File: src/rtl/clkgen_pkg.sv
// ---------------------------------------------------------------------------
// clkgen_pkg
//   Shared definitions for the clkgen_lock clock-enable generator:
//   - state_t     : lock-acquisition FSM states (OFF, ACQUIRE, LOCKED)
//   - *_DEF       : default parameter values for NCH, DIV_W and LOCK_CYCLES
//   - eff_div     : clamps a divide ratio of 0 up to 1
//   - eff_phase   : clamps a phase offset to (effective divide - 1)
//   The helpers work on 32-bit values; callers cast to their field width.
// ---------------------------------------------------------------------------
package clkgen_pkg;

    localparam int NCH_DEF         = 2;
    localparam int DIV_W_DEF       = 8;
    localparam int LOCK_CYCLES_DEF = 180;

    typedef enum logic [1:0] {
        OFF     = 2'd0,
        ACQUIRE = 2'd1,
        LOCKED  = 2'd2
    } state_t;

    function automatic logic [31:0] eff_div(input logic [31:0] d);
        return (d == 32'd0) ? 32'd1 : d;
    endfunction

    // d must already be an effective (non-zero) divide.
    function automatic logic [31:0] eff_phase(input logic [31:0] p, input logic [31:0] d);
        return (p > d - 32'd1) ? d - 32'd1 : p;
    endfunction

endpackage

File: src/rtl/clkgen_chan.sv
// ---------------------------------------------------------------------------
// clkgen_chan
//   One output channel: shadow divide register, 0..d-1 wrap counter and the
//   registered ce / sq generation.
//   Ports:
//     clk, rst_n  : system clock, asynchronous active-low reset
//     load        : lock-entry edge; sample div/phase, counter <= phase
//     run         : stay LOCKED; counter advances and wraps
//     div, phase  : raw divide / phase fields for this channel
//     ce          : one-cycle pulse when the counter holds d-1
//     sq          : high while the counter is below ceil(d/2)
//   With neither load nor run the counter and outputs are forced to 0.
// ---------------------------------------------------------------------------
module clkgen_chan
    import clkgen_pkg::*;
#(
    parameter int DIV_W = DIV_W_DEF
) (
    input  logic             clk,
    input  logic             rst_n,
    input  logic             load,
    input  logic             run,
    input  logic [DIV_W-1:0] div,
    input  logic [DIV_W-1:0] phase,
    output logic             ce,
    output logic             sq
);

    localparam logic [DIV_W-1:0] ONE = DIV_W'(1);

    // The phase is only needed on the load edge (it becomes the counter's
    // first value), so only the effective divide is kept as a shadow copy.
    logic [DIV_W-1:0] div_reg;
    logic [DIV_W-1:0] cnt_reg;
    logic [DIV_W-1:0] cnt_next;
    logic [DIV_W-1:0] div_eff;
    logic [DIV_W-1:0] phase_eff;
    logic [DIV_W-1:0] d_use;
    logic [DIV_W-1:0] last;
    logic [DIV_W-1:0] half;
    logic             active;

    always_comb begin
        div_eff   = DIV_W'(eff_div(32'(div)));
        phase_eff = DIV_W'(eff_phase(32'(phase), 32'(div_eff)));
        // On the load edge the freshly sampled divide applies immediately.
        d_use     = load ? div_eff : div_reg;
        last      = d_use - ONE;
        half      = (d_use >> 1) + DIV_W'(d_use[0]);   // ceil(d/2)
        active    = load | run;
        if (load) begin
            cnt_next = phase_eff;
        end else if (run) begin
            cnt_next = (cnt_reg == last) ? '0 : cnt_reg + ONE;
        end else begin
            cnt_next = '0;
        end
    end

    // ce/sq are computed from the next counter value so the registered
    // outputs line up with the counter value held in the same cycle.
    always_ff @(posedge clk or negedge rst_n) begin
        if (!rst_n) begin
            div_reg <= ONE;
            cnt_reg <= '0;
            ce      <= 1'b0;
            sq      <= 1'b0;
        end else begin
            if (load) begin
                div_reg <= div_eff;
            end
            cnt_reg <= cnt_next;
            ce      <= active && (cnt_next == last);
            sq      <= active && (cnt_next < half);
        end
    end

endmodule

File: src/rtl/clkgen_lock.sv
// ---------------------------------------------------------------------------
// clkgen_lock
//   NCH-channel clock-enable / square-wave generator gated by a lock
//   acquisition FSM (OFF -> ACQUIRE -> LOCKED).
//   Optional build macro: CLKGEN_LOCK_MON_EN adds the ref_ok input, a
//   LOSS_CYCLES loss-of-reference monitor and a sticky lock_lost flag.
//   Ports:
//     clk, rst_n  : system clock, asynchronous active-low reset
//     en          : level enable, 0 = powered down
//     relock      : single-cycle re-acquire request (re-samples div/phase)
//     div, phase  : per-channel fields, channel i at [i*DIV_W +: DIV_W]
//     ref_ok      : reference valid (monitor builds only)
//     ce, sq      : per-channel clock enable pulse and square wave
//     locked      : outputs are live
//     lock_lost   : sticky, lock broken by the monitor (0 without monitor)
// ---------------------------------------------------------------------------
module clkgen_lock
    import clkgen_pkg::*;
#(
    parameter int NCH         = NCH_DEF,
    parameter int DIV_W       = DIV_W_DEF,
    parameter int LOCK_CYCLES = LOCK_CYCLES_DEF
`ifdef CLKGEN_LOCK_MON_EN
    ,
    parameter int LOSS_CYCLES = 4
`endif
) (
    input  logic                 clk,
    input  logic                 rst_n,
    input  logic                 en,
    input  logic                 relock,
    input  logic [NCH*DIV_W-1:0] div,
    input  logic [NCH*DIV_W-1:0] phase,
`ifdef CLKGEN_LOCK_MON_EN
    input  logic                 ref_ok,
`endif
    output logic [NCH-1:0]       ce,
    output logic [NCH-1:0]       sq,
    output logic                 locked,
    output logic                 lock_lost
);

    localparam int              LC_W      = $clog2(LOCK_CYCLES + 1);
    localparam logic [LC_W-1:0] LOCK_LAST = LC_W'(LOCK_CYCLES - 1);
    localparam logic [LC_W-1:0] LC_ONE    = LC_W'(1);

    state_t          state_reg;
    state_t          state_next;
    logic [LC_W-1:0] lock_cnt_reg;
    logic [LC_W-1:0] lock_cnt_next;
    logic            load;
    logic            run;
    logic            ref_good;
    logic            loss_fire;

`ifdef CLKGEN_LOCK_MON_EN
    localparam int              LS_W      = $clog2(LOSS_CYCLES + 1);
    localparam logic [LS_W-1:0] LOSS_LAST = LS_W'(LOSS_CYCLES - 1);
    localparam logic [LS_W-1:0] LS_ONE    = LS_W'(1);

    logic [LS_W-1:0] loss_cnt_reg;
    logic [LS_W-1:0] loss_cnt_next;
    logic            lock_lost_reg;

    always_comb begin
        ref_good      = ref_ok;
        // Fires on the edge that samples the LOSS_CYCLES-th consecutive low.
        loss_fire     = (state_reg == LOCKED) && en && !ref_ok && (loss_cnt_reg == LOSS_LAST);
        loss_cnt_next = '0;
        if (state_reg == LOCKED && en && !ref_ok && !loss_fire) begin
            loss_cnt_next = loss_cnt_reg + LS_ONE;
        end
    end

    always_ff @(posedge clk or negedge rst_n) begin
        if (!rst_n) begin
            loss_cnt_reg  <= '0;
            lock_lost_reg <= 1'b0;
        end else begin
            loss_cnt_reg <= loss_cnt_next;
            if (loss_fire) begin
                lock_lost_reg <= 1'b1;
            end else if (state_reg == OFF && en) begin
                lock_lost_reg <= 1'b0;
            end
        end
    end

    assign lock_lost = lock_lost_reg;
`else
    assign ref_good  = 1'b1;
    assign loss_fire = 1'b0;
    assign lock_lost = 1'b0;
`endif

    always_comb begin
        state_next    = state_reg;
        lock_cnt_next = lock_cnt_reg;
        load          = 1'b0;
        run           = 1'b0;
        case (state_reg)
            OFF: begin
                if (en) begin
                    state_next    = ACQUIRE;
                    lock_cnt_next = '0;
                end
            end
            ACQUIRE: begin
                if (!en) begin
                    state_next    = OFF;
                    lock_cnt_next = '0;
                end else if (relock || !ref_good) begin
                    // relock beats lock completion; a bad reference pins the count.
                    lock_cnt_next = '0;
                end else if (lock_cnt_reg == LOCK_LAST) begin
                    state_next = LOCKED;
                    load       = 1'b1;
                end else begin
                    lock_cnt_next = lock_cnt_reg + LC_ONE;
                end
            end
            LOCKED: begin
                if (!en) begin
                    state_next = OFF;
                end else if (relock || loss_fire) begin
                    state_next    = ACQUIRE;
                    lock_cnt_next = '0;
                end else begin
                    run = 1'b1;
                end
            end
            default: begin
                state_next    = OFF;
                lock_cnt_next = '0;
            end
        endcase
    end

    always_ff @(posedge clk or negedge rst_n) begin
        if (!rst_n) begin
            state_reg    <= OFF;
            lock_cnt_reg <= '0;
            locked       <= 1'b0;
        end else begin
            state_reg    <= state_next;
            lock_cnt_reg <= lock_cnt_next;
            locked       <= (state_next == LOCKED);
        end
    end

    genvar gi;
    generate
        for (gi = 0; gi < NCH; gi++) begin : g_chan
            clkgen_chan #(
                .DIV_W (DIV_W)
            ) u_chan (
                .clk   (clk),
                .rst_n (rst_n),
                .load  (load),
                .run   (run),
                .div   (div[gi*DIV_W +: DIV_W]),
                .phase (phase[gi*DIV_W +: DIV_W]),
                .ce    (ce[gi]),
                .sq    (sq[gi])
            );
        end
    endgenerate

endmodule

File: config.mk
export PLATFORM = sky130hd
export DESIGN_NAME = clkgen_lock
export DESIGN_NICKNAME = d
export VERILOG_FILES = /design/src/rtl/clkgen_pkg.sv /design/src/rtl/clkgen_chan.sv /design/src/rtl/clkgen_lock.sv
export SDC_FILE = /design/constraint.sdc
export NUM_CORES = 1
export LEC_CHECK = 0
export CAP_MARGIN = 20
export CORE_MARGIN = 2
export CORE_UTILIZATION = 50
export DETAILED_ROUTE_END_ITERATION = 12
export PLACE_DENSITY = 0.7
export REMOVE_ABC_BUFFERS = 1
export SLEW_MARGIN = 20
export SYNTH_ARGS = -nofsm -noshare
export SYNTH_HDL_FRONTEND = slang
export SYNTH_SLANG_ARGS = --single-unit
File: constraint.sdc
create_clock -name clk -period 6.2 [get_ports clk]
set_input_delay 1.24 -clock clk [delete_from_list [all_inputs] [get_ports clk]]
set_output_delay 1.24 -clock clk [all_outputs]
set_load 0.02 [all_outputs]
### Word-level counts from Yosys, hierarchy flattened

Cells that the tools add are included.

* register bits: 47
* bits in latches: 0
* memory bits (writable): 0
* memory bits (read-only): 0
* bits of input ports: 36
* logic and storage cells: 78
* memories kept: 0

* $add $sub $neg: 9
* $mul: 0
* divide/modulo/power cells: 0
* order comparisons: 4
* equal/unequal tests: 12
* shift-type cells: 0
* muxes and demuxes: 33
* bitwise logic cells: 1
* reduce and logical (&&, ||, !) cells: 8

Operators by type and width (number)
* 2-to-1 mux 8 bit: 18
* > comparator 8 x 32 -> 1 bit: 2
* == test 8 bit: 4
* adder 8 x 1 -> 8 bit, second input constant: 3
* one-hot mux 8 bit (3 select lines): 1
* subtractor 8 x 1 -> 9 bit, second input constant: 2
* adder 7 x 1 -> 8 bit: 2
* zero test 8 bit: 2
* < comparator 8 bit: 2
* subtractor 8 x 1 -> 8 bit, second input constant: 2
* 2-to-1 mux 2 bit: 6
* == test 8 bit, second input constant: 1
* 2-to-1 mux 1 bit: 7
* != test 2 bit, second input constant: 3
* one-hot mux 2 bit (3 select lines): 1
* == test 2 bit, second input constant: 2
* logical AND 1 bit: 4
* != test 4 bit, second input constant: 1
* AND reduction 4 bit: 1
* == test 2 x 1 -> 1 bit, second input constant: 1
* zero test 2 bit: 1
* bitwise OR 1 bit: 1

### Depth between registers and ports, before layout

Gate-level depths: netlist of the first run.

* word-level depth: 13
* mapped depth: 26
* depth with buffers taken out: 23

### Hierarchy

From an unflattened synthesis of the first run, not the netlist that was laid out.

* cells, all modules: 528
* area total of the unflattened synthesis: 4887.2 sq um

By module, submodules not included
* clkgen_chan: times used 2, cells an instance 231, area each 2122.0 sq um, seq. area each 451.7 sq um
* clkgen_lock: times used 1, cells an instance 66, area each 643.1 sq um, seq. area each 275.3 sq um

### Worst setup path after synthesis of the first run

OpenSTA, ideal clock, no wires.

* path kind: input to register
* start point: in div[4]
* end point: reg g_chan[0].u_chan.sq
* library setup time: 82 ps
* arrival time: 5992 ps
* data required time: 6118 ps
* slack: 126 ps
* stages: 26
* buffers on the path: 3
* cell sequence: clkbuf_1 nor4_1 a31oi_1 ha_1 nand2_1 nor3_1 xor2_1 inv_1 ha_1 a21o_1 a21oi_1 or4b_2 clkbuf_1 and2_0 clkbuf_1 nand2_1 o21ai_0 o32ai_1 ha_1 a21o_1 a21o_1 a21oi_1 nor2b_1 o21ai_0 nand3_1 a31oi_1

* cells in the longest elaborated chain, start to end: 10
* elaborated cells between the ends (all ways): 14
* classes of those cells: 3 x add/sub; 2 x order compare; 1 x eq/ne; 6 x mux; 2 x reduce/logical

Ends and longest elaborated chain
* from (decl): RTL line clkgen_lock.sv:32 `input logic [NCH*DIV_W-1:0] div,`
* zero test 8 bit: RTL line clkgen_pkg.sv:23 `return (d == 32'd0) ? 32'd1 : d;`
* 2-to-1 mux 8 bit *: RTL line clkgen_pkg.sv:23
* parallel branches: the longest is 5 deep, another holds > comparator 8 x 32 -> 1 bit
* 2-to-1 mux 8 bit *: RTL line clkgen_chan.sv:51 `if (load) begin`
* net g_chan[0].u_chan.cnt_next[3]: RTL line clkgen_chan.sv:35 `logic [DIV_W-1:0] cnt_next;`
* < comparator 8 bit *: RTL line clkgen_chan.sv:74 `sq <= active && (cnt_next < half);`
* logical AND 1 bit *: RTL line clkgen_chan.sv:74
* to (signal assigned): RTL line clkgen_chan.sv:74
* to (decl): RTL line clkgen_chan.sv:26 `output logic sq`

Mark *: on every way through the listed nets, which the timed path passes.
A chain may end at the register's enable or synchronous reset.

### Worst setup path in the final report of the first run

* start point: in div[7]
* end point: reg g_chan[0].u_chan.sq

The elaborated chain is that of the path after synthesis.

==> results.md, run 1 <==
- Status: finished clean
- Post-route setup slack: 0.4065 ns
- Cell area after layout: 5705 um^2
- Post-layout minimum cycle time: 5.793 ns
- Register area share after synthesis: 0.2398
- Final setup violation count: 0
- Fin nets: 711
- Root Driver: clkbuf_8
- Area growth syn-to-layout: 16.06%
- Die Wd: 103.2 um
- Clock tree buffer depth: 2
- Detailed Place HPWL: 11.28 mm
- Worst Skew: 0.004936 ns
- Via count: 4734
- Via/cell ratio: 6.164
- Post-CTS Resized: 0
- Vias in the first global route: 4581
- Headroom to the max-slew limit: 0.5835
- Ports: 42
- IO Port Bufs: 40
- Pre-CTS WS: 0.1314 ns
- Die Area: 10640 um^2
- Post CTS Setup Buffer Count: 0
- Critical Path End Type: register
- R2R depth: 16
- CP startpoint: div[7]
- Placed cell area: 5608 um^2
- Max cap viols: 0
- CP arrival: 6.02 ns
- Core Rows: 36
- Reg2Reg Launch Point: lock_cnt_reg[0]
- Average wire per standard cell: 17.97 um
- Fmax: 0.1726 GHz
- CTS tree: done
- Commonest cells post-synth: 49 x nor2_1, 45 x dfrtp_1, 41 x ha_1, 38 x xnor2_1, 36 x inv_1
- Netlist cell types: 83
- Worst slew pin tran: 0.6247 ns
- Diode count: 0
- Final Hold Viols: 0
- Synth top area cells: dfrtp_1 23%, ha_1 10%, xnor2_1 6.8%
- CTS Hold Bufs: 0
- Die height: 103.2 um
- Pleak: 2.665 nW
- Iter 0 DRT Violations: 276
- Worst-Skew Late Latency: 0.30 ns
- Count leader, synth: nor2_1
- Yosys warns: 0
- Ys flop type: dfrtp_1
- Area leader, netlist: dfrtp_1
- Worst-path clk slew: 0.09 ns
- EDFF count, synth: 0
- Std-Cell Core Area: 9639 um^2
- Initial antenna violation count: 0
- Largest net degree at the start of global routing: 48
- Tcrit/Tclk final: 0.9344
- First-pass GRT wire length: 22.72 mm
- Post-synthesis area per instance: 8.520 um^2
- Hold crit path type: reg -> reg
- TritonCTS Sinks: 47
- Post-synthesis async set-or-reset flop share: 1.000
- GRT Total Usage: 0.2717
- Setup Crit Path Kind: in -> reg
- Yosys top cell area share: 0.2291
- Crit start category: input pin
- RSZ-0062 raised after global routing: no
- Layout cells sized above 1: 0.1039
- Fillcell total: 947
- Pwr/cell area: 114.9 nW/um^2
- Synth Register Bits: 47
- DRT Wirelength: 13.80 mm
- Cts bufs inserted: 5
- Mapped Cells: 577
- Critical Path RT: 6.43 ns
- Gpl congestion: 0.9443
- Hold path startpoint: lock_cnt_reg[7]
- Grt ovf: 0
- Mapped Area: 4916 um^2
- Routed Antenna Nets: 0
- # DRC: 0
- Setup TNS: 0 ns
- Htree depth: 2
- Fin. max-slew vios: 0
- Maximum VDD drop: 0.08345 mV
- First-pass DRT Iterations: 6
- Starting Density: 0.5100
- Hold path cells: 2
- Critical path peak fanout: 4
## final cells by class
class | instances | area [um^2] | area share
Multi-Input combinational cell | 472 | 3492 | 0.6121
Sequential cell | 47 | 1179 | 0.2066
Timing Repair Buffer | 72 | 638.1 | 0.1118
Tap cell | 133 | 166.4 | 0.02917
Inverter | 36 | 135.1 | 0.02368
Clock buffer | 7 | 86.33 | 0.01513
Clock inverter | 1 | 8.758 | 0.001535
## report_power, final
part / internal (mW) / switching (mW) / total, mW
Sequential: 0.308 / 0.00177 / 0.310
Clock: 0.0916 / 0.107 / 0.199
Combinational: 0.0654 / 0.0819 / 0.147
## critical path, stage by stage
cell             delay (ns)
clkdlybuf4s50_1        0.46
nor4_1                 0.37
a31oi_1                0.17
ha_1                   0.26
nand2_1                0.08
nor3_1                 0.05
xor2_1                 0.19
inv_1                  0.06
ha_1                   0.30
a21o_1                 0.18
a21oi_1                0.17
or4b_2                 0.62
and2_0                 0.21
o221ai_1               0.29
a21bo_2                0.27
ha_1                   0.19
a21o_1                 0.15
a21o_1                 0.16
a21oi_1                0.13
nor2b_1                0.06
o21ai_0                0.15
nand3_1                0.09
a31oi_1                0.14
## placed cells by master, fill, tap and decap left out, types with 4 or more instances in the layout
master / n
o21a_1: 8
dfrtp_1: 45
ha_1: 41
inv_1: 36
nand2_1: 32
a21o_1: 9
nor2b_1: 9
nor2_1: 49
xnor2_1: 38
nand3_1: 22
xor2_1: 20
a31oi_1: 10
nor4_1: 6
a211oi_1: 7
nand2b_1: 4
buf_4: 33
clkdlybuf4s50_1: 39
mux2i_1: 18
nor3_1: 17
nand4_1: 9
o22ai_1: 10
or3_1: 6
or4_1: 8
and3_1: 8
clkbuf_8: 6
a21oi_1: 24
o2111ai_1: 5
mux2_2: 4
o31ai_1: 7
and2_1: 5
nor3b_1: 4
a221oi_1: 6
o21ai_0: 20
## routing by layer
layer | wire (um) | vias up | part of all wire | global-route usage
met1 | 6368 | 2267 | 0.46 | 0.3837
li1 | - | 2264 | - | -
met5 | 0 | - | 0 | 0
met2 | 6302 | 163 | 0.46 | 0.4331
met4 | 367 | 0 | 0.027 | 0.08198
met3 | 760 | 40 | 0.055 | 0.03797
## cells by family (layout without fill, tap and decap cells)
family | Yosys count | in the layout | synth area share
and+or+nand+nor | 203 | 203 | 0.2298
AOI/OAI and AO/OA | 144 | 144 | 0.2153
xor gates and xnor gates | 59 | 59 | 0.1084
buffers and inverters | 58 | 116 | 0.04988
DFF | 47 | 47 | 0.2398
adders and majority gates | 41 | 41 | 0.1044
muxes | 24 | 24 | 0.05166
other | 1 | 1 | 0.0007628
## path summary, 6_finish.rpt
path                                                to  slack (ns)
max                                g_chan[0].u_chan.sq        0.41
min                                    lock_cnt_reg[7]        0.57
max reg2reg                        g_chan[1].u_chan.sq        1.15
min reg2reg                            lock_cnt_reg[7]        0.57
max in group asynchronous          g_chan[1].u_chan.ce        4.83
min in group asynchronous  g_chan[0].u_chan.div_reg[7]        0.94
## stage by stage
stage                     power, mW  instances    util  hold WS, ns
final                        0.6556        768  0.5919       0.5741
after global routing         0.6897        768  0.5919       0.6240
after CTS                    0.6590        768  0.5916       0.5736
after detailed placement     0.4601        760  0.5818       0.5500
after global placement       0.4574        760  0.5818       0.5351
after floorplan              0.3868        555       -       0.5117
Note: power is estimated with default switching activity, not from simulation.
==> inputs of run 2 (changes only) <==
--- a/config.mk
+++ b/config.mk
@@ -8,6 +8,7 @@
 export CAP_MARGIN = 20
 export CORE_MARGIN = 2
 export CORE_UTILIZATION = 50
+export CTS_BUF_LIST = sky130_fd_sc_hd__clkbuf_4
 export DETAILED_ROUTE_END_ITERATION = 12
 export PLACE_DENSITY = 0.7
 export REMOVE_ABC_BUFFERS = 1
==> results.md, run 2 (synthesized netlist as in run 1, its figures left out) <==
- Status: finished clean (unchanged)
- Critical path peak fanout: 6 (was 4)
- Placed cell area: 5608 um^2 (unchanged)
- CTS Hold Bufs: 0 (unchanged)
- Fin. max-slew vios: 0 (unchanged)
- Fillcell total: 951 (was 947)
- # DRC: 0 (unchanged)
- Post-layout minimum cycle time: 5.715 ns (was 5.793 ns)
- Hold crit path type: reg -> reg (unchanged)
- Critical Path End Type: register (unchanged)
- Starting Density: 0.5100 (unchanged)
- First-pass DRT Iterations: 5 (was 6)
- IO Port Bufs: 40 (unchanged)
- Pre-CTS WS: 0.1314 ns (unchanged)
- Cts bufs inserted: 5 (unchanged)
- Tcrit/Tclk final: 0.9218 (was 0.9344)
- Critical Path RT: 6.51 ns (was 6.43 ns)
- Fin nets: 711 (unchanged)
- Max cap viols: 0 (unchanged)
- Die Wd: 103.2 um (unchanged)
- Post CTS Setup Buffer Count: 0 (unchanged)
- Detailed Place HPWL: 11.28 mm (unchanged)
- CP Cell Sequence: clkdlybuf4s50_1 -> and4b_1 -> nand3_2 -> mux2i_1 -> ha_1 -> inv_1 -> o31a_1 -> nor3_1 -> nor3_1 -> and4b_1 -> nand2_1 -> nor2_1 -> nor2_1 -> a21bo_2 -> ha_1 -> a21o_1 -> a21o_1 -> a21oi_1 -> nor2b_1 -> o21ai_0 -> nand3_1 -> a31oi_1 (was clkdlybuf4s50_1 -> nor4_1 -> a31oi_1 -> ha_1 -> nand2_1 -> nor3_1 -> xor2_1 -> inv_1 -> ha_1 -> a21o_1 -> a21oi_1 -> or4b_2 -> and2_0 -> o221ai_1 -> a21bo_2 -> ha_1 -> a21o_1 -> a21o_1 -> a21oi_1 -> nor2b_1 -> o21ai_0 -> nand3_1 -> a31oi_1)
- Maximum VDD drop: 0.06281 mV (was 0.08345 mV)
- Average wire per standard cell: 17.87 um (was 17.97 um)
- Post-route setup slack: 0.4847 ns (was 0.4065 ns)
- Root Driver: clkbuf_4 (was clkbuf_8)
- Crit-path max cell delay: 0.47 ns (was 0.62 ns)
- Pwr/cell area: 107.2 nW/um^2 (was 114.9 nW/um^2)
- Routed Antenna Nets: 0 (unchanged)
- Area growth syn-to-layout: 15.30% (was 16.06%)
- CP max-delay cell: clkdlybuf4s50_1 (was or4b_2)
- Worst slew pin tran: 0.6284 ns (was 0.6247 ns)
- Layout cells sized above 1: 0.1039 (unchanged)
- R2R depth: 16 (unchanged)
- CTS tree: done (unchanged)
- Via count: 4724 (was 4734)
- Headroom to the max-slew limit: 0.5811 (was 0.5835)
- Crit start category: input pin (unchanged)
- Vias in the first global route: 4583 (was 4581)
- Initial antenna violation count: 0 (unchanged)
- Worst Skew: 0.007661 ns (was 0.004936 ns)
- Worst-path clk slew: 0.14 ns (was 0.09 ns)
- Fmax: 0.1750 GHz (was 0.1726 GHz)
- Core Rows: 36 (unchanged)
- Die Area: 10640 um^2 (unchanged)
- Setup TNS: 0 ns (unchanged)
- Std-Cell Core Area: 9639 um^2 (unchanged)
- Diode count: 0 (unchanged)
- Pleak: 2.650 nW (was 2.665 nW)
- Grt ovf: 0 (unchanged)
- RSZ-0062 raised after global routing: no (unchanged)
- Htree depth: 2 (unchanged)
- Cell area after layout: 5668 um^2 (was 5705 um^2)
- Via/cell ratio: 6.151 (was 6.164)
- First-pass GRT wire length: 22.83 mm (was 22.72 mm)
- Gpl congestion: 0.9443 (unchanged)
- DRT Wirelength: 13.73 mm (was 13.80 mm)
- CP arrival: 6.02 ns (about the same)
- Most frequent cells in the layout: 49 x nor2_1, 45 x dfrtp_1, 41 x ha_1 (unchanged)
- Worst-Skew Late Latency: 0.37 ns (was 0.30 ns)
- Post-CTS Resized: 0 (unchanged)
- Largest net degree at the start of global routing: 48 (unchanged)
- Final Hold Viols: 0 (unchanged)
- Die height: 103.2 um (unchanged)
- Clock tree buffer depth: 2 (unchanged)
- Most common cell after layout, fill and taps aside: nor2_1 (unchanged)
- Setup Crit Path Kind: in -> reg (unchanged)
- Final design utilization: 0.5880 (was 0.5919)
- GRT Total Usage: 0.2739 (was 0.2717)
- Hold path cells: 2 (unchanged)
- Final setup violation count: 0 (unchanged)
- Ports: 42 (unchanged)
- TritonCTS Sinks: 47 (unchanged)
- Iter 0 DRT Violations: 280 (was 276)
[run 2: through the flow]
step | total power, mW | cells | hold slack [ns]
after floorplan | 0.3868 | 555 | 0.5117
after global placement | 0.4574 | 760 | 0.5351
after detailed placement | 0.4601 | 760 | 0.5500
after CTS | 0.6108 | 768 | 0.5841
after global routing | 0.6416 | 768 | 0.6344
final | 0.6078 | 768 | 0.5842
[run 2: worst paths after layout]
kind,startpoint,to,slack (ns)
worst max-delay path,relock,g_chan[0].u_chan.sq,0.48
worst max register to register,lock_cnt_reg[0],g_chan[1].u_chan.sq,1.14
worst min register to register,lock_cnt_reg[7],lock_cnt_reg[7],0.58
min in group asynchronous,rst_n,g_chan[0].u_chan.div_reg[7],0.85
max in group asynchronous,rst_n,lock_cnt_reg[7],4.91
worst min-delay path,lock_cnt_reg[7],lock_cnt_reg[7],0.58
[run 2: per-layer routing]
metal  vias up  wire (um)  share of wire  global-route usage
met5         -          0              0                   0
met4         0        373          0.027             0.09109
met3        32        762          0.056             0.03797
met2       164       6258           0.46              0.4351
met1      2264       6332           0.46              0.3847
li1       2264          -              -                   -
[run 2: cell type report]
class / count / area (um^2) / area share
multi-input cells: 472 / 3492 / 0.6161
flip-flops and latches: 47 / 1179 / 0.2079
repair buffers: 72 / 638.1 / 0.1126
well taps: 133 / 166.4 / 0.02936
inverters: 36 / 135.1 / 0.02384
clock buffers: 6 / 45.04 / 0.007947
clock inverters: 2 / 12.51 / 0.002208
[run 2: critical path, delay by kind of cell]
family / cells / cell delay [ns]
compound gates: 7 / 1.27
simple gates: 10 / 2.04
buf+inv: 2 / 0.61
mux: 1 / 0.39
fa+ha+maj: 2 / 0.47
[run 2: where the power goes]
| group | switching (mW) | internal (mW) |
|---|---|---|
| clock | 0.102 | 0.0486 |
| sequential | 0.00173 | 0.308 |
| combinational | 0.0816 | 0.0654 |
| total | 0.186 | 0.422 |
